`src/rtl/aes_fifo_pkg.sv`:
```
// Shared defaults and word-offset helper for the block-in / word-out FIFO.
package aes_fifo_pkg;

    localparam int unsigned DefaultBlockW   = 128;
    localparam int unsigned DefaultWordW    = 32;
    localparam int unsigned DefaultDepth    = 4;
    localparam int unsigned DefaultMswFirst = 1;

    // Bit offset of the LSB of word idx inside a block, in read order.
    function automatic int unsigned word_lsb(input int unsigned idx, input int unsigned words,
                                             input int unsigned word_w, input bit msw_first);
        return msw_first ? (words - 1 - idx) * word_w : idx * word_w;
    endfunction

endpackage

```
`src/rtl/fifo_word_mux.sv`:
```
// Selects word idx_i of a block in the configured word order.
module fifo_word_mux
    import aes_fifo_pkg::*;
#(
    parameter int unsigned BLOCK_W   = DefaultBlockW,
    parameter int unsigned WORD_W    = DefaultWordW,
    parameter int unsigned MSW_FIRST = DefaultMswFirst,
    localparam int unsigned WORDS    = BLOCK_W / WORD_W,
    localparam int unsigned IDX_W    = (WORDS > 1) ? $clog2(WORDS) : 1
) (
    input  logic [BLOCK_W-1:0] block_i,
    input  logic [IDX_W-1:0]   idx_i,
    output logic [WORD_W-1:0]  word_o
);

    always_comb begin
        word_o = '0;
        for (int unsigned k = 0; k < WORDS; k++) begin
            if (idx_i == IDX_W'(k)) begin
                word_o = block_i[word_lsb(k, WORDS, WORD_W, MSW_FIRST != 0) +: WORD_W];
            end
        end
    end

endmodule

```
`src/rtl/block_unpack_fifo.sv`:
```
// FIFO storing BLOCK_W-bit blocks and returning them one WORD_W word at a time.
// Optional sticky overflow/underflow flags are enabled by FIFO_OUT_ERR_FLAGS_EN.
module block_unpack_fifo
    import aes_fifo_pkg::*;
#(
    parameter int unsigned BLOCK_W   = DefaultBlockW,
    parameter int unsigned WORD_W    = DefaultWordW,
    parameter int unsigned DEPTH     = DefaultDepth,
    parameter int unsigned MSW_FIRST = DefaultMswFirst,
    localparam int unsigned WORDS    = BLOCK_W / WORD_W,
    localparam int unsigned CNT_W    = $clog2(DEPTH * WORDS + 1)
) (
    input  logic               clk,
    input  logic               n_rst,
    input  logic               clear,
    input  logic               write_en,
    input  logic [BLOCK_W-1:0] data_in,
    input  logic               read_en,
    output logic [WORD_W-1:0]  data_out,
    output logic               fifo_empty,
    output logic               fifo_full,
    output logic [CNT_W-1:0]   word_count
`ifdef FIFO_OUT_ERR_FLAGS_EN
    ,
    output logic               overflow,
    output logic               underflow
`endif
);

    localparam int unsigned PTR_W  = $clog2(DEPTH);
    localparam int unsigned IDX_W  = (WORDS > 1) ? $clog2(WORDS) : 1;
    localparam int unsigned BCNT_W = $clog2(DEPTH + 1);

    logic [BLOCK_W-1:0] slots_q [DEPTH];
    logic [PTR_W-1:0]   wr_ptr_q, wr_ptr_d, rd_ptr_q, rd_ptr_d;
    logic [IDX_W-1:0]   idx_q, idx_d;
    logic [BCNT_W-1:0]  blk_cnt_q, blk_cnt_d;
    logic [CNT_W-1:0]   cnt_q, cnt_d;
    logic               empty_q, empty_d, full_q, full_d;
    logic [WORD_W-1:0]  dout_q, dout_d, head_word;
    logic               wr_ok, rd_ok, last_word;

    fifo_word_mux #(
        .BLOCK_W  (BLOCK_W),
        .WORD_W   (WORD_W),
        .MSW_FIRST(MSW_FIRST)
    ) u_word_mux (
        .block_i(slots_q[rd_ptr_q]),
        .idx_i  (idx_q),
        .word_o (head_word)
    );

    // Acceptance is judged on the registered flags only.
    assign wr_ok     = write_en && !full_q && !clear;
    assign rd_ok     = read_en && !empty_q && !clear;
    assign last_word = (idx_q == IDX_W'(WORDS - 1));

    always_comb begin
        wr_ptr_d  = wr_ptr_q;
        rd_ptr_d  = rd_ptr_q;
        idx_d     = idx_q;
        blk_cnt_d = blk_cnt_q;
        cnt_d     = cnt_q;
        dout_d    = dout_q;
        if (clear) begin
            wr_ptr_d  = '0;
            rd_ptr_d  = '0;
            idx_d     = '0;
            blk_cnt_d = '0;
            cnt_d     = '0;
        end else begin
            if (wr_ok) begin
                wr_ptr_d  = wr_ptr_q + PTR_W'(1);
                blk_cnt_d = blk_cnt_d + BCNT_W'(1);
                cnt_d     = cnt_d + CNT_W'(WORDS);
            end
            if (rd_ok) begin
                dout_d = head_word;
                cnt_d  = cnt_d - CNT_W'(1);
                if (last_word) begin
                    idx_d     = '0;
                    rd_ptr_d  = rd_ptr_q + PTR_W'(1);
                    blk_cnt_d = blk_cnt_d - BCNT_W'(1);
                end else begin
                    idx_d = idx_q + IDX_W'(1);
                end
            end
        end
        empty_d = (cnt_d == '0);
        full_d  = (blk_cnt_d == BCNT_W'(DEPTH));
    end

    always_ff @(posedge clk or negedge n_rst) begin
        if (!n_rst) begin
            for (int i = 0; i < DEPTH; i++) begin
                slots_q[i] <= '0;
            end
            wr_ptr_q  <= '0;
            rd_ptr_q  <= '0;
            idx_q     <= '0;
            blk_cnt_q <= '0;
            cnt_q     <= '0;
            empty_q   <= 1'b1;
            full_q    <= 1'b0;
            dout_q    <= '0;
        end else begin
            if (wr_ok) begin
                slots_q[wr_ptr_q] <= data_in;
            end
            wr_ptr_q  <= wr_ptr_d;
            rd_ptr_q  <= rd_ptr_d;
            idx_q     <= idx_d;
            blk_cnt_q <= blk_cnt_d;
            cnt_q     <= cnt_d;
            empty_q   <= empty_d;
            full_q    <= full_d;
            dout_q    <= dout_d;
        end
    end

    assign data_out   = dout_q;
    assign fifo_empty = empty_q;
    assign fifo_full  = full_q;
    assign word_count = cnt_q;

`ifdef FIFO_OUT_ERR_FLAGS_EN
    logic ovf_q, ovf_d, udf_q, udf_d;

    always_comb begin
        ovf_d = clear ? 1'b0 : (ovf_q || (write_en && full_q));
        udf_d = clear ? 1'b0 : (udf_q || (read_en && empty_q));
    end

    always_ff @(posedge clk or negedge n_rst) begin
        if (!n_rst) begin
            ovf_q <= 1'b0;
            udf_q <= 1'b0;
        end else begin
            ovf_q <= ovf_d;
            udf_q <= udf_d;
        end
    end

    assign overflow  = ovf_q;
    assign underflow = udf_q;
`endif

endmodule

```
`config.mk`:
```
export PLATFORM = sky130hd
export DESIGN_NAME = block_unpack_fifo
export DESIGN_NICKNAME = d
export VERILOG_FILES = /design/src/rtl/aes_fifo_pkg.sv /design/src/rtl/fifo_word_mux.sv /design/src/rtl/block_unpack_fifo.sv
export SDC_FILE = /design/constraint.sdc
export NUM_CORES = 1
export LEC_CHECK = 0
export CAP_MARGIN = 20
export CORE_MARGIN = 2
export CORE_UTILIZATION = 50
export DETAILED_ROUTE_END_ITERATION = 7
export PLACE_DENSITY = 0.7
export SLEW_MARGIN = 40
export SYNTH_ARGS = -nofsm -noshare
export SYNTH_HDL_FRONTEND = slang
export SYNTH_SLANG_ARGS = --single-unit
export TNS_END_PERCENT = 20
```
`constraint.sdc`:
```
create_clock -name clk -period 2.8 [get_ports clk]
set_input_delay 0.56 -clock clk [delete_from_list [all_inputs] [get_ports clk]]
set_output_delay 0.56 -clock clk [all_outputs]
set_load 0.02 [all_outputs]
```
== After elaboration in Yosys (flattened, before gate mapping) ==
Cells that the tools add are included.

* Equal/unequal tests: 4
* Reductions and logical operators: 15
* Add/sub/neg operators: 7
* Magnitude comparators: 3
* Multiplexer cells: 27
* Bitwise operators: 3

{| class="wikitable"
|+ Operators with widths
! kind !! number
|-
| bitwise mux 512 bit || 1
|-
| two-way mux 128 bit || 3
|-
| binary-select mux 128 bit (select 2 bit) || 1
|-
| demux 128 bit (select 2 bit) || 1
|-
| two-way mux 32 bit || 4
|-
| two-way mux 5 bit || 4
|-
| two-way mux 2 bit || 8
|-
| two-way mux 3 bit || 5
|-
| adder 2 x 1 -> 2 bit (second input constant) || 3
|-
| >= comparator 3 bit (second input constant) || 2
|-
| NOT 2 -> 3 bit || 2
|-
| nonzero test 2 bit || 3
|-
| adder 5 x 3 -> 5 bit (second input constant) || 1
|-
| logical AND 1 bit || 5
|-
| logical NOT 5 bit || 1
|-
| subtractor 5 x 1 -> 5 bit (second input constant) || 1
|-
| == test 2 bit (second input constant) || 2
|-
| AND reduction 2 bit || 2
|-
| adder 3 x 1 -> 3 bit (second input constant) || 1
|-
| == test 3 bit (second input constant) || 1
|-
| logical NOT 1 bit || 3
|-
| < comparator 3 x 1 -> 1 bit (second input constant) || 1
|-
| subtractor 3 x 1 -> 3 bit (second input constant) || 1
|-
| == test 2 x 1 -> 1 bit (second input constant) || 1
|-
| 2 further kinds || 2
|}

* Input port bits: 133
* Output and inout bits: 39
* Bits in registers: 560
* Word-level logic and storage cells: 71

== Longest topological paths before layout ==
Gate-level depths: netlist of run 1.

* Depth in word-level cells: 10
* Mapped depth: 8

== Hierarchy ==
From an unflattened synthesis of run 1, not the netlist that was laid out.

* Cells, all modules: 1439
* Area, all modules: 26565.5 um^2

{| class="wikitable"
|+ Modules (own cells, without submodules)
! module !! cells each !! seq. area each (um^2) !! times used !! area an instance (um^2)
|-
| block_unpack_fifo || 1400 || 14014.7 || 1 || 25750.9
|-
| fifo_word_mux || 39 || 0.0 || 1 || 814.5
|}

== Worst setup path before layout of run 1 ==
OpenSTA, ideal clock, no wires.

* Path kind: input-to-reg
* Start: in clear
* End: reg full_q, in the netlist fifo_full
* Data required time: 2699 ps
* Buffers on the path: 1
* Arrival time: 2083 ps
* Cell stages on the path: 8
* Setup slack: 616 ps
* Library setup time: 101 ps
* Path through: buf_6 -> nor3b_4 -> mux2i_1 -> ha_1 -> nand3_1 -> xor2_1 -> xnor2_1 -> nor4_1

* Word-level cells in the longest chain between the ends: 9
* Elaborated cells between the ends (all ways): 10

{| class="wikitable"
|+ Ends and longest elaborated chain
! element !! RTL line !! source
|-
| start: declaration || block_unpack_fifo.sv:15 || <nowiki>input logic clear,</nowiki>
|-
| logical NOT 1 bit || block_unpack_fifo.sv:54, block_unpack_fifo.sv:55 ||
|-
| logical AND 1 bit || block_unpack_fifo.sv:54 || <nowiki>assign wr_ok = write_en && !full_q && !clear;</nowiki>
|-
| two-way mux 3 bit || block_unpack_fifo.sv:72 || <nowiki>if (wr_ok) begin</nowiki>
|-
| two-way mux 3 bit || block_unpack_fifo.sv:65 || <nowiki>if (clear) begin</nowiki>
|-
| subtractor 3 x 1 -> 3 bit || block_unpack_fifo.sv:83 || <nowiki>blk_cnt_d = blk_cnt_d - BCNT_W'(1);</nowiki>
|-
| two-way mux 3 bit || block_unpack_fifo.sv:80 || <nowiki>if (last_word) begin</nowiki>
|-
| two-way mux 3 bit || block_unpack_fifo.sv:77 || <nowiki>if (rd_ok) begin</nowiki>
|-
| two-way mux 3 bit (*) || block_unpack_fifo.sv:65 ||
|-
| == test 3 bit (*) || block_unpack_fifo.sv:90 || <nowiki>full_d = (blk_cnt_d == BCNT_W'(DEPTH));</nowiki>
|-
| net full_d || block_unpack_fifo.sv:39 || <nowiki>logic empty_q, empty_d, full_q, full_d;</nowiki>
|-
| end signal: assignment || block_unpack_fifo.sv:116 || <nowiki>full_q <= full_d;</nowiki>
|-
| end: declaration || block_unpack_fifo.sv:39 ||
|}

The timed path passes the listed nets; every way through them passes the cells marked *. The select of a mux whose other input is x is not followed.
A chain may end at the register's enable or synchronous reset.

== Final worst setup path of run 1 ==
* Start: reg empty_q, in the netlist fifo_empty
* End: out fifo_empty

{| class="wikitable"
|+ RTL lines
! element !! RTL line !! source
|-
| start: declaration || block_unpack_fifo.sv:39 ||
|-
| start signal: assignment || block_unpack_fifo.sv:115 || <nowiki>empty_q <= empty_d;</nowiki>
|-
| end: declaration || block_unpack_fifo.sv:20 || <nowiki>output logic fifo_empty,</nowiki>
|}

No word-level cell between the ends.

==> results of run 1 <==
## layer usage
metal	routed length, um	up-vias
met2	27000	265
met3	2810	89
li1	-	6125
met1	25200	7673
met4	1370	8
met5	48	-
## cell families (layout without fill, tap and decap cells)
logic type / count (synthesis) / count (layout) / share of synthesized area, %
multiplexers: 643 / 643 / 34.3
flip-flops: 560 / 560 / 55.3
buffers and inverters: 119 / 351 / 4.96
AO/OA/AOI/OAI: 105 / 105 / 3.07
AND/OR/NAND/NOR: 74 / 74 / 1.39
XOR/XNOR: 13 / 13 / 0.449
adder cells (fa/ha/maj): 12 / 12 / 0.592
other: 0 / 4 / 0
## cell usage in the layout, fill, tap and decap left out, types with 2 or more instances in the layout
master,n
sky130_fd_sc_hd__nor2_1,50
sky130_fd_sc_hd__buf_12,32
sky130_fd_sc_hd__o22ai_1,32
sky130_fd_sc_hd__mux2_1,42
sky130_fd_sc_hd__xnor2_1,9
sky130_fd_sc_hd__xor2_1,4
sky130_fd_sc_hd__diode_2,4
sky130_fd_sc_hd__and2_4,4
sky130_fd_sc_hd__dfrtp_4,2
sky130_fd_sc_hd__nor2b_1,2
sky130_fd_sc_hd__mux4_2,128
sky130_fd_sc_hd__clkdlybuf4s50_1,170
sky130_fd_sc_hd__clkinv_2,4
sky130_fd_sc_hd__a21oi_1,3
sky130_fd_sc_hd__clkbuf_1,21
sky130_fd_sc_hd__a31oi_1,2
sky130_fd_sc_hd__mux2_2,471
sky130_fd_sc_hd__inv_1,7
sky130_fd_sc_hd__ha_1,12
sky130_fd_sc_hd__bufinv_16,3
sky130_fd_sc_hd__dfrtp_1,557
sky130_fd_sc_hd__nand2_1,6
sky130_fd_sc_hd__buf_4,37
sky130_fd_sc_hd__nor3b_4,2
sky130_fd_sc_hd__a221oi_1,33
sky130_fd_sc_hd__nand3_1,3
sky130_fd_sc_hd__a211oi_1,33
sky130_fd_sc_hd__clkbuf_8,13
sky130_fd_sc_hd__clkbuf_16,59
## synthesized netlist by cell type, types with 2 or more instances
library cell and instances:
sky130_fd_sc_hd__buf_8 6, sky130_fd_sc_hd__buf_12 33, sky130_fd_sc_hd__nor2_1 50, sky130_fd_sc_hd__nor2b_1 3, sky130_fd_sc_hd__a221oi_1 33, sky130_fd_sc_hd__mux2_1 42, sky130_fd_sc_hd__clkbuf_1 29, sky130_fd_sc_hd__nor3b_4 2
sky130_fd_sc_hd__mux2_2 471, sky130_fd_sc_hd__xnor2_1 9, sky130_fd_sc_hd__inv_1 7, sky130_fd_sc_hd__nand3_1 3, sky130_fd_sc_hd__xor2_1 4, sky130_fd_sc_hd__a31oi_1 2, sky130_fd_sc_hd__a211oi_1 33, sky130_fd_sc_hd__buf_6 23
sky130_fd_sc_hd__dfrtp_1 559, sky130_fd_sc_hd__buf_4 6, sky130_fd_sc_hd__mux4_2 128, sky130_fd_sc_hd__buf_1 7, sky130_fd_sc_hd__and2_2 3, sky130_fd_sc_hd__nand2_1 6, sky130_fd_sc_hd__o22ai_1 32, sky130_fd_sc_hd__buf_2 8
sky130_fd_sc_hd__a21oi_1 3, sky130_fd_sc_hd__ha_1 12
## worst register-to-register path, delay by kind of cell (launching register included)
kind                   cells  cell delay [ns]
AOI/OAI and AO/OA          2             0.53
buffers and inverters      2             0.59
DFF                        1             0.47
muxes                      1             0.53
## registers in the layout (all words and copies together), names as in the netlist
register	flops
slots_q	512
rd_ptr_q	2
idx_q	2
data_out	32
fifo_full	1
blk_cnt_q	3
word_count	5
fifo_empty	1
wr_ptr_q	2
## metrics by stage
stage	total power, mW	hold slack, ns	instances
floorplan	15.3	0.264	1526
global placement	17.1	0.462	2326
detailed placement	17.5	0.474	2326
CTS	25.1	0.0105	2428
global route	26.1	0.424	2432
finish	24.9	0.422	2434
## repair_timing
| action | CTS | global route |
|---|---|---|
| hold buffers | 0 | 1 |
| endpoints found under the setup margin | 0 | 0 |
| hold endpoints to repair | 0 | 15 |
| buffers inserted | 0 | 0 |
## cell type report
cell class / instances / area [um^2] / area share, %
multi-input combinational: 847 / 10100 / 34.2
tap: 672 / 841 / 2.85
timing repair buffer: 242 / 2670 / 9.05
sequential: 560 / 14000 / 47.5
inverter: 7 / 26.3 / 0.0890
clock buffer: 93 / 1730 / 5.87
clock inverter: 9 / 126 / 0.428
antenna: 4 / 10.0 / 0.0339
## power by group
group / internal (mW) / switching (mW)
Clock: 4.47 / 3.07
Combinational: 3.31 / 2.25
Sequential: 10.5 / 1.24
## worst paths after layout
check                             start           end  slack [ns]
min                               n_rst  blk_cnt_q[2]        0.42
max                          fifo_empty    fifo_empty        0.45
max reg2reg                 rd_ptr_q[0]  data_out[17]        0.54
min reg2reg                slots_q[471]  slots_q[471]        0.48
min in group clk           slots_q[471]  slots_q[471]        0.48
max in group asynchronous         n_rst  slots_q[421]        1.48
==> impl_metrics.prom, run 1 <==
# TYPE chip_impl_metric gauge
chip_impl_metric{name="layout-area-overhead-vs-synth",unit="%"} 16.5
chip_impl_metric{name="clk_pin_slew",unit="ns"} 0.06
chip_impl_metric{name="clockBufferDepth",unit=""} 3
chip_impl_metric{name="worstPathMaxFanout",unit=""} 3
chip_impl_metric{name="fp-row-count",unit=""} 82
chip_impl_metric{name="postSynthAreaPerCell",unit="um^2"} 16.6
chip_impl_info{name="synth.area.top_cells",value="sky130_fd_sc_hd__dfrtp_1 (55%), sky130_fd_sc_hd__mux2_2 (21%), sky130_fd_sc_hd__mux4_2 (11%)"} 1
chip_impl_metric{name="async_set_or_reset_register_ratio_after_synthesis",unit="%"} 100
chip_impl_metric{name="fillers",unit=""} 3904
chip_impl_info{name="start_kind",value="flip-flop"} 1
chip_impl_metric{name="post_cts_resized",unit=""} 0
chip_impl_info{name="grt_most_used_layer",value="met2"} 1
chip_impl_metric{name="maximum_number_of_pins_on_one_net_before_global_route_repair",unit=""} 82
chip_impl_metric{name="io_buffers",unit=""} 171
chip_impl_metric{name="synth_top_area_share",unit="%"} 55.2
chip_impl_metric{name="ys_ff_latch",unit=""} 560
chip_impl_metric{name="achievable-frequency",unit="MHz"} 426
chip_impl_metric{name="synth-seq-area-share",unit="%"} 55.3
chip_impl_metric{name="synth.yosys.warnings",unit=""} 0
chip_impl_metric{name="final_cycle_share",unit="%"} 83.8
chip_impl_metric{name="slowest_delay",unit="ns"} 0.61
chip_impl_metric{name="die_width",unit="um"} 229
chip_impl_info{name="cp_cell_sequence",value="clkdlybuf4s50_1"} 1
chip_impl_metric{name="vias",unit=""} 14200
chip_impl_metric{name="groute.layer.met2.usage",unit="%"} 35.1
chip_impl_metric{name="drt_pre_antenna_iters",unit=""} 4
chip_impl_metric{name="drc_violation_total_after_the_first_tritonroute_iteration",unit=""} 742
chip_impl_metric{name="detail_route.drc_violations",unit=""} 0
chip_impl_metric{name="slew_viol_final",unit=""} 0
chip_impl_metric{name="finalNetCount",unit=""} 1861
chip_impl_info{name="tritoncts",value="built"} 1
chip_impl_info{name="timing_worst_setup_path_type",value="flip-flop to primary output"} 1
chip_impl_metric{name="pre_cts_slack",unit="ns"} 0.119
chip_impl_metric{name="fp.dieArea",unit="um^2"} 52500
chip_impl_metric{name="cellLeakagePower",unit="nW"} 12.2
chip_impl_metric{name="wl_per_cell",unit="um"} 23.2
chip_impl_metric{name="hold_violations_final",unit=""} 0
chip_impl_metric{name="ff2ff_path_depth",unit=""} 5
chip_impl_info{name="rsz_0062_raised_after_global_routing",value="false"} 1
chip_impl_metric{name="grtUsageMet3",unit="%"} 4.36
chip_impl_metric{name="die_h",unit="um"} 229
chip_impl_info{name="cp_max_delay_cell",value="sky130_fd_sc_hd__clkdlybuf4s50_1"} 1
chip_impl_metric{name="arrival",unit="ns"} 1.79
chip_impl_metric{name="grt_use_met1",unit="%"} 30.9
chip_impl_metric{name="post-route-util",unit="%"} 59.0
chip_impl_metric{name="first_pass_grt_wire_length",unit="um"} 90200
chip_impl_metric{name="number_of_logic_stages_on_the_critical_path_including_buffering",unit=""} 1
chip_impl_metric{name="dpl_cell_area",unit="um^2"} 27600
chip_impl_info{name="timing.hold.worst.class",value="primary input to async pin"} 1
chip_impl_metric{name="timing.max_slew.rel_slack",unit="%"} 57.4
chip_impl_metric{name="synth_enable_flop_cells",unit=""} 0
chip_impl_metric{name="drt.antenna.violating_nets",unit=""} 0
chip_impl_metric{name="cts.sink_count",unit=""} 560
chip_impl_metric{name="post-route-cell-area",unit="um^2"} 29500
chip_impl_metric{name="htree_num_levels",unit=""} 2
chip_impl_metric{name="initial_core_util",unit="%"} 50.6
chip_impl_metric{name="clk_latency",unit="ns"} 0.60
chip_impl_metric{name="timing.critical_path.required",unit="ns"} 2.24
chip_impl_metric{name="floorplan.core_area",unit="um^2"} 50100
chip_impl_metric{name="buffers_inverters_on_critical_path",unit=""} 1
chip_impl_metric{name="via_count_of_the_first_global_routing_pass",unit=""} 15500
chip_impl_metric{name="finalClockSkew",unit="ns"} 0.0125
chip_impl_info{name="status",value="finished clean"} 1
chip_impl_metric{name="max_slew.worst_pin.slew",unit="ns"} 0.639
chip_impl_info{name="worst_path_dominant_cell_family",value="buffers and inverters"} 1
chip_impl_metric{name="finalSetupViolations",unit=""} 0
chip_impl_metric{name="worst_ir_drop_vdd",unit="V"} 0.000488
chip_impl_metric{name="netlist_instances",unit=""} 1526
chip_impl_metric{name="layout_min_cycle_time",unit="ns"} 2.35
chip_impl_metric{name="gp_congestion",unit=""} 0.786
chip_impl_metric{name="drive_above_1_share",unit="%"} 43.3
chip_impl_metric{name="number_of_buffers_created_by_cts",unit=""} 58
chip_impl_metric{name="drv_cap",unit=""} 0
chip_impl_metric{name="p_per_area",unit="nW/um^2"} 842
chip_impl_metric{name="grt.overflow.total",unit=""} 0
chip_impl_metric{name="post_synth_num_cell_types",unit=""} 38
chip_impl_metric{name="groute.usage.overall",unit="%"} 22.0
chip_impl_info{name="timing.critical_path.to_type",value="primary output"} 1
chip_impl_info{name="cts.root.buffer_cell",value="sky130_fd_sc_hd__clkbuf_16"} 1
chip_impl_metric{name="netlist_area",unit="um^2"} 25300
chip_impl_info{name="synth.largest_area_cell",value="sky130_fd_sc_hd__dfrtp_1"} 1
chip_impl_metric{name="drt_wl_total",unit="um"} 56500
chip_impl_metric{name="mappedNetlistNets",unit=""} 1671
chip_impl_metric{name="final.setup.tns",unit="ns"} 0
chip_impl_metric{name="timing.final.ws_setup",unit="ns"} 0.452
chip_impl_info{name="synthFlopType",value="sky130_fd_sc_hd__dfrtp_1"} 1
chip_impl_metric{name="boundaryPins",unit=""} 172
chip_impl_metric{name="dp_hpwl",unit="um"} 36000
chip_impl_metric{name="detail_route.vias_per_cell",unit=""} 5.82
chip_impl_metric{name="antenna_found_initial",unit=""} 8
(Power assumes the default switching activity.)
==> run 2, diff against run 1 <==
PLACE_DENSITY = 0.73   (was 0.7)
clock period = 2.01 ns   (was 2.8 ns; I/O delays follow)
==> impl_metrics.prom, run 2 (same netlist as run 1, synthesis figures left out) <==
# TYPE chip_impl_metric gauge
chip_impl_metric{name="vias",unit=""} 14400
chip_impl_metric{name="timing.max_slew.rel_slack",unit="%"} 71.4
chip_impl_metric{name="drt_pre_antenna_iters",unit=""} 5
chip_impl_metric{name="via_count_of_the_first_global_routing_pass",unit=""} 15800
chip_impl_metric{name="clockBufferDepth",unit=""} 3
chip_impl_metric{name="cellLeakagePower",unit="nW"} 12.9
chip_impl_info{name="layout.cells.most_common",value="sky130_fd_sc_hd__dfrtp_1"} 1
chip_impl_info{name="rsz_0062_raised_after_global_routing",value="true"} 1
chip_impl_metric{name="drt.antenna.violating_nets",unit=""} 0
chip_impl_metric{name="fillers",unit=""} 3749
chip_impl_metric{name="fp.dieArea",unit="um^2"} 52500
chip_impl_metric{name="clk_pin_slew",unit="ns"} 0.06
chip_impl_metric{name="p_per_area",unit="nW/um^2"} 1150
chip_impl_metric{name="max_slew.worst_pin.slew",unit="ns"} 0.430
chip_impl_info{name="largest_register",value="slots_q"} 1
chip_impl_metric{name="cts.sink_count",unit=""} 560
chip_impl_metric{name="antenna_found_initial",unit=""} 2
chip_impl_info{name="status",value="finished clean"} 1
chip_impl_metric{name="drt_wl_total",unit="um"} 58300
chip_impl_metric{name="finalClockSkew",unit="ns"} 0.00958
chip_impl_metric{name="die_h",unit="um"} 229
chip_impl_metric{name="timing.final.ws_setup",unit="ns"} 0.00565
chip_impl_metric{name="wl_per_cell",unit="um"} 23.4
chip_impl_metric{name="initial_core_util",unit="%"} 50.6
chip_impl_metric{name="htree_num_levels",unit=""} 2
chip_impl_metric{name="first_pass_grt_wire_length",unit="um"} 92500
chip_impl_metric{name="achievable-frequency",unit="MHz"} 499
chip_impl_metric{name="slew_viol_final",unit=""} 0
chip_impl_metric{name="arrival",unit="ns"} 2.47
chip_impl_metric{name="gp_congestion",unit=""} 0.782
chip_impl_metric{name="fp-row-count",unit=""} 82
chip_impl_info{name="timing_worst_setup_path_type",value="flip-flop to flip-flop"} 1
chip_impl_info{name="most_frequent_cells_in_the_layout",value="sky130_fd_sc_hd__dfrtp_1 (557), sky130_fd_sc_hd__mux2_2 (471), sky130_fd_sc_hd__clkdlybuf4s50_1 (133), sky130_fd_sc_hd__mux4_2 (128), sky130_fd_sc_hd__buf_4 (72)"} 1
chip_impl_info{name="start_kind",value="flip-flop"} 1
chip_impl_metric{name="die_width",unit="um"} 229
chip_impl_info{name="cts.root.buffer_cell",value="sky130_fd_sc_hd__clkbuf_16"} 1
chip_impl_metric{name="groute.usage.overall",unit="%"} 22.7
chip_impl_metric{name="finalNetCount",unit=""} 1925
chip_impl_info{name="timing.hold.worst.class",value="primary input to async pin"} 1
chip_impl_metric{name="worst_ir_drop_vdd",unit="V"} 0.000640
chip_impl_metric{name="boundaryPins",unit=""} 172
chip_impl_info{name="tritoncts",value="built"} 1
chip_impl_metric{name="grt.overflow.total",unit=""} 0
chip_impl_metric{name="layout-area-overhead-vs-synth",unit="%"} 20.6
chip_impl_metric{name="final.setup.tns",unit="ns"} 0
chip_impl_metric{name="dp_hpwl",unit="um"} 38700
chip_impl_metric{name="pre_cts_slack",unit="ns"} -0.424
chip_impl_metric{name="largest_register_ffs",unit=""} 512
chip_impl_metric{name="clk_latency",unit="ns"} 0.60
chip_impl_metric{name="finalSetupViolations",unit=""} 0
chip_impl_metric{name="detail_route.vias_per_cell",unit=""} 5.77
chip_impl_metric{name="hold_violations_final",unit=""} 0
chip_impl_metric{name="floorplan.core_area",unit="um^2"} 50100
chip_impl_metric{name="drive_above_1_share",unit="%"} 47.1
chip_impl_metric{name="layout_min_cycle_time",unit="ns"} 2.00
chip_impl_metric{name="maximum_number_of_pins_on_one_net_before_global_route_repair",unit=""} 70
chip_impl_metric{name="post-route-util",unit="%"} 61.1
chip_impl_metric{name="drv_cap",unit=""} 0
chip_impl_info{name="timing.critical_path.to_type",value="flip-flop"} 1
chip_impl_metric{name="detail_route.drc_violations",unit=""} 0
chip_impl_metric{name="io_buffers",unit=""} 171
chip_impl_metric{name="final_cycle_share",unit="%"} 99.7
chip_impl_metric{name="number_of_buffers_created_by_cts",unit=""} 57
chip_impl_metric{name="worstPathMaxFanout",unit=""} 7
chip_impl_metric{name="drc_violation_total_after_the_first_tritonroute_iteration",unit=""} 843
chip_impl_metric{name="timing.critical_path.required",unit="ns"} 2.48
==> run 2: cell type report <==
cell class | instances | area (um^2) | area share [%]
flip-flops and latches | 560 | 14000 | 45.9
multi-input cells | 847 | 10300 | 33.6
repair buffers | 307 | 3530 | 11.5
clock buffers | 82 | 1670 | 5.46
well taps | 672 | 841 | 2.75
clock inverters | 17 | 218 | 0.712
inverters | 7 | 26.3 | 0.0859
diodes | 1 | 2.50 | 0.00818
==> run 2: final timing paths <==
check / start / slack, ns / depth (start not counted) / end
setup / recovery: rd_ptr_q[0] / 0.006 / 6 / data_out[6]
hold / removal: n_rst / 0.28 / 2 / slots_q[24]
setup reg to reg: rd_ptr_q[0] / 0.006 / 6 / data_out[6]
hold reg to reg: slots_q[384] / 0.48 / 1 / slots_q[384]
max in group asynchronous: n_rst / 0.89 / 4 / slots_q[347]
min in group clk: data_in[58] / 0.48 / 2 / slots_q[442]
==> run 2: critical path, cell delays in order, from the launching register on <==
cell                        delay [ns]
sky130_fd_sc_hd__dfrtp_4          0.51
sky130_fd_sc_hd__buf_12           0.16
sky130_fd_sc_hd__clkbuf_16        0.17
sky130_fd_sc_hd__mux4_2           0.55
sky130_fd_sc_hd__a221oi_1         0.27
sky130_fd_sc_hd__buf_4            0.16
sky130_fd_sc_hd__a211oi_1         0.04
==> run 2: routing by layer <==
| metal | GRT usage (%) | wire length [um] |
|---|---|---|
| met4 | 6.47 | 1100 |
| met5 | 0 | 13 |
| met3 | 3.91 | 2650 |
| met2 | 36.6 | 28600 |
| met1 | 31.9 | 25900 |
==> run 2: stage by stage <==
| step | power (mW) | hold slack, ns | std cells | instance area [um^2] |
|---|---|---|---|---|
| after global placement | 24.2 | 0.332 | 2387 | 28400 |
| after CTS | 35.3 | 0.275 | 2490 | 30400 |
| final | 35.2 | 0.282 | 2493 | 30600 |
| after global routing | 36.9 | 0.303 | 2493 | 30600 |
| after detailed placement | 24.7 | 0.335 | 2387 | 28400 |
| after floorplan | 21.3 | 0.106 | 1526 | 25400 |
==> run 2: what timing repair did <==
action	in CTS	in global routing
cloned	0	2
setup buffers	3	1
hold buffers	1	0
gates resized for setup	46	22
setup endpoints to repair	51	66
pin swaps	1	8
hold endpoints to repair	27	0
==> run 2: power by group <==
| group | total (mW) | internal [mW] | switching, mW |
|---|---|---|---|
| registers | 16.5 | 14.7 | 1.82 |
| logic | 8.01 | 4.67 | 3.34 |
| clock network | 10.7 | 6.36 | 4.32 |
==> run 3, diff against run 2 <==
CAP_MARGIN = unset   (was 20)
CTS_BUF_LIST = sky130_fd_sc_hd__clkbuf_8   (was unset)
==> impl_metrics.prom, run 3 (same netlist as run 1, synthesis figures left out) <==
# TYPE chip_impl_metric gauge
chip_impl_info{name="status",value="finished with violations"} 1
chip_impl_info{name="violations",value="setup timing"} 1
chip_impl_metric{name="cellLeakagePower",unit="nW"} 13.0
chip_impl_metric{name="finalClockSkew",unit="ns"} 0.0236
chip_impl_metric{name="via_count_of_the_first_global_routing_pass",unit=""} 16200
chip_impl_metric{name="maximum_number_of_pins_on_one_net_before_global_route_repair",unit=""} 70
chip_impl_metric{name="slowest_delay",unit="ns"} 0.44
chip_impl_metric{name="sw_frac_of_total",unit="%"} 28.0
chip_impl_metric{name="clockBufferDepth",unit=""} 3
chip_impl_metric{name="final_cycle_share",unit="%"} 100
chip_impl_metric{name="detail_route.vias_per_cell",unit=""} 5.69
chip_impl_metric{name="drv_cap",unit=""} 0
chip_impl_metric{name="drt_pre_antenna_iters",unit=""} 5
chip_impl_metric{name="max_slew.worst_pin.slew",unit="ns"} 0.418
chip_impl_metric{name="timing.max_slew.rel_slack",unit="%"} 72.1
chip_impl_metric{name="drt.antenna.violating_nets",unit=""} 0
chip_impl_metric{name="dp_hpwl",unit="um"} 38700
chip_impl_info{name="most_frequent_cells_in_the_layout",value="sky130_fd_sc_hd__dfrtp_1 (557), sky130_fd_sc_hd__mux2_2 (470), sky130_fd_sc_hd__clkdlybuf4s50_1 (131), sky130_fd_sc_hd__mux4_2 (128), sky130_fd_sc_hd__clkbuf_8 (120)"} 1
chip_impl_metric{name="die_width",unit="um"} 229
chip_impl_metric{name="switching_power",unit="mW"} 9.65
chip_impl_metric{name="layout-area-overhead-vs-synth",unit="%"} 20.8
chip_impl_metric{name="vias",unit=""} 14600
chip_impl_metric{name="pre_cts_slack",unit="ns"} -0.424
chip_impl_info{name="layout.cells.most_common",value="sky130_fd_sc_hd__dfrtp_1"} 1
chip_impl_metric{name="clk_pin_slew",unit="ns"} 0.06
chip_impl_metric{name="timing.final.ws_setup",unit="ns"} -0.00257
chip_impl_metric{name="first_pass_grt_wire_length",unit="um"} 93500
chip_impl_metric{name="initial_core_util",unit="%"} 50.6
chip_impl_metric{name="arrival",unit="ns"} 2.55
chip_impl_metric{name="r2r_setup_slack",unit="ns"} -0.003
chip_impl_metric{name="drc_violation_total_after_the_first_tritonroute_iteration",unit=""} 849
chip_impl_metric{name="groute.usage.overall",unit="%"} 22.9
chip_impl_metric{name="floorplan.core_area",unit="um^2"} 50100
chip_impl_metric{name="total_power_draw",unit="mW"} 34.4
chip_impl_metric{name="p_per_area",unit="nW/um^2"} 1120
chip_impl_metric{name="finalNetCount",unit=""} 1964
chip_impl_info{name="largest_register",value="slots_q"} 1
chip_impl_info{name="timing.hold.worst.class",value="primary input to async pin"} 1
chip_impl_metric{name="drt_wl_total",unit="um"} 58700
chip_impl_info{name="crit_path_start",value="fifo_full"} 1
chip_impl_info{name="start_kind",value="flip-flop"} 1
chip_impl_metric{name="pwr-share-seq",unit="%"} 47.9
chip_impl_metric{name="achievable-frequency",unit="MHz"} 497
chip_impl_metric{name="detail_route.drc_violations",unit=""} 0
chip_impl_info{name="critical_path.reg2reg.startpoint",value="fifo_full"} 1
chip_impl_metric{name="finalSetupViolations",unit=""} 2
chip_impl_info{name="tritoncts",value="built"} 1
chip_impl_metric{name="number_of_buffers_created_by_cts",unit=""} 93
chip_impl_info{name="cp_cell_sequence",value="nor3b_4, buf_6, and2_4, buf_12, mux2_2"} 1
chip_impl_metric{name="timing.critical_path.required",unit="ns"} 2.54
chip_impl_metric{name="clk_latency",unit="ns"} 0.67
chip_impl_metric{name="final.setup.tns",unit="ns"} -0.00444
chip_impl_info{name="worstReg2RegEnd",value="slots_q[47]"} 1
chip_impl_metric{name="cts.sink_count",unit=""} 560
chip_impl_metric{name="antenna_found_initial",unit=""} 3
chip_impl_metric{name="slew_viol_final",unit=""} 0
chip_impl_metric{name="worstPathMaxFanout",unit=""} 32
chip_impl_metric{name="gp_congestion",unit=""} 0.782
chip_impl_metric{name="pwr-share-clk",unit="%"} 28.9
chip_impl_info{name="cp_max_delay_cell",value="sky130_fd_sc_hd__dfrtp_1"} 1
chip_impl_metric{name="layout_min_cycle_time",unit="ns"} 2.01
chip_impl_metric{name="boundaryPins",unit=""} 172
chip_impl_metric{name="internal-power",unit="mW"} 24.8
chip_impl_info{name="timing.critical_path.to_type",value="flip-flop"} 1
chip_impl_info{name="rsz_0062_raised_after_global_routing",value="true"} 1
chip_impl_metric{name="p_comb_share",unit="%"} 23.3
chip_impl_metric{name="worst_ir_drop_vdd",unit="V"} 0.000509
chip_impl_metric{name="drive_above_1_share",unit="%"} 47.9
chip_impl_metric{name="ff2ff_path_depth",unit=""} 5
chip_impl_metric{name="fp.dieArea",unit="um^2"} 52500
chip_impl_metric{name="die_h",unit="um"} 229
chip_impl_info{name="crit_path_end",value="slots_q[47]"} 1
chip_impl_metric{name="io_buffers",unit=""} 171
chip_impl_info{name="timing_worst_setup_path_type",value="flip-flop to flip-flop"} 1
chip_impl_metric{name="htree_num_levels",unit=""} 3
chip_impl_metric{name="largest_register_ffs",unit=""} 512
chip_impl_metric{name="fp-row-count",unit=""} 82
chip_impl_metric{name="grt.overflow.total",unit=""} 0
chip_impl_metric{name="hold_violations_final",unit=""} 0
chip_impl_metric{name="wl_per_cell",unit="um"} 22.9
chip_impl_info{name="cts.root.buffer_cell",value="sky130_fd_sc_hd__clkbuf_8"} 1
run 3: worst min-delay path by stage:
stage          slack (ns)      endpoint
6_report             0.22   slots_q[24]
2_1_floorplan        0.11  blk_cnt_q[0]
5_1_grt              0.23  slots_q[384]
3_3_place_gp         0.33  slots_q[184]
3_5_place_dp         0.33   slots_q[56]
4_1_cts              0.19  slots_q[384]
run 3: per-layer routing:
metal	vias up	GRT usage (%)	part of all wire (%)
li1	6362	-	-
met1	7812	32.1	44
met2	329	36.6	49
met3	67	4.31	4.8
met4	2	7.33	1.9
met5	-	0	0.022
run 3: power groups by stage:
stage | registers (mW) | clock network [mW] | logic (mW)
after detailed placement | 16.7 | 0 | 8.09
after global placement | 16.4 | 0 | 7.81
after CTS | 16.5 | 10.2 | 7.97
after floorplan | 16.4 | 0 | 4.93
final | 16.5 | 9.93 | 8.01
after global routing | 16.9 | 10.8 | 8.62
run 3: layout make-up:
cell class / count / area [um^2]
fillers: 3767 / 19400
flip-flops and latches: 560 / 14000
multi-input cells: 847 / 10300
repair buffers: 310 / 3560
clock buffers: 120 / 1650
well taps: 672 / 841
clock inverters: 46 / 220
inverters: 7 / 26.3
diodes: 1 / 2.50
run 3: worst max-delay path: cells and delay by family, from the launching register on:
family                 cells  cell delay, ns
buffers and inverters      2            0.44
flip-flops                 1            0.44
multiplexers               1            0.37
AND/OR/NAND/NOR            2            0.61
run 3: repair_timing:
item	4_1_cts	5_1_grt
cloned	0	3
buffers inserted	3	3
endpoints found under the setup margin	58	73
gates resized for setup	58	18
hold buffers	1	0
pin swaps	3	6
hold endpoints to repair	182	0
run 3: stage by stage:
stage	util, %	cell area [um^2]	hold WS [ns]	instances
floorplan	-	25400	0.106	1526
global placement	56.7	28400	0.332	2387
detailed placement	56.7	28400	0.335	2387
CTS	60.7	30400	0.187	2557
global route	61.2	30600	0.226	2563
finish	61.2	30600	0.222	2563
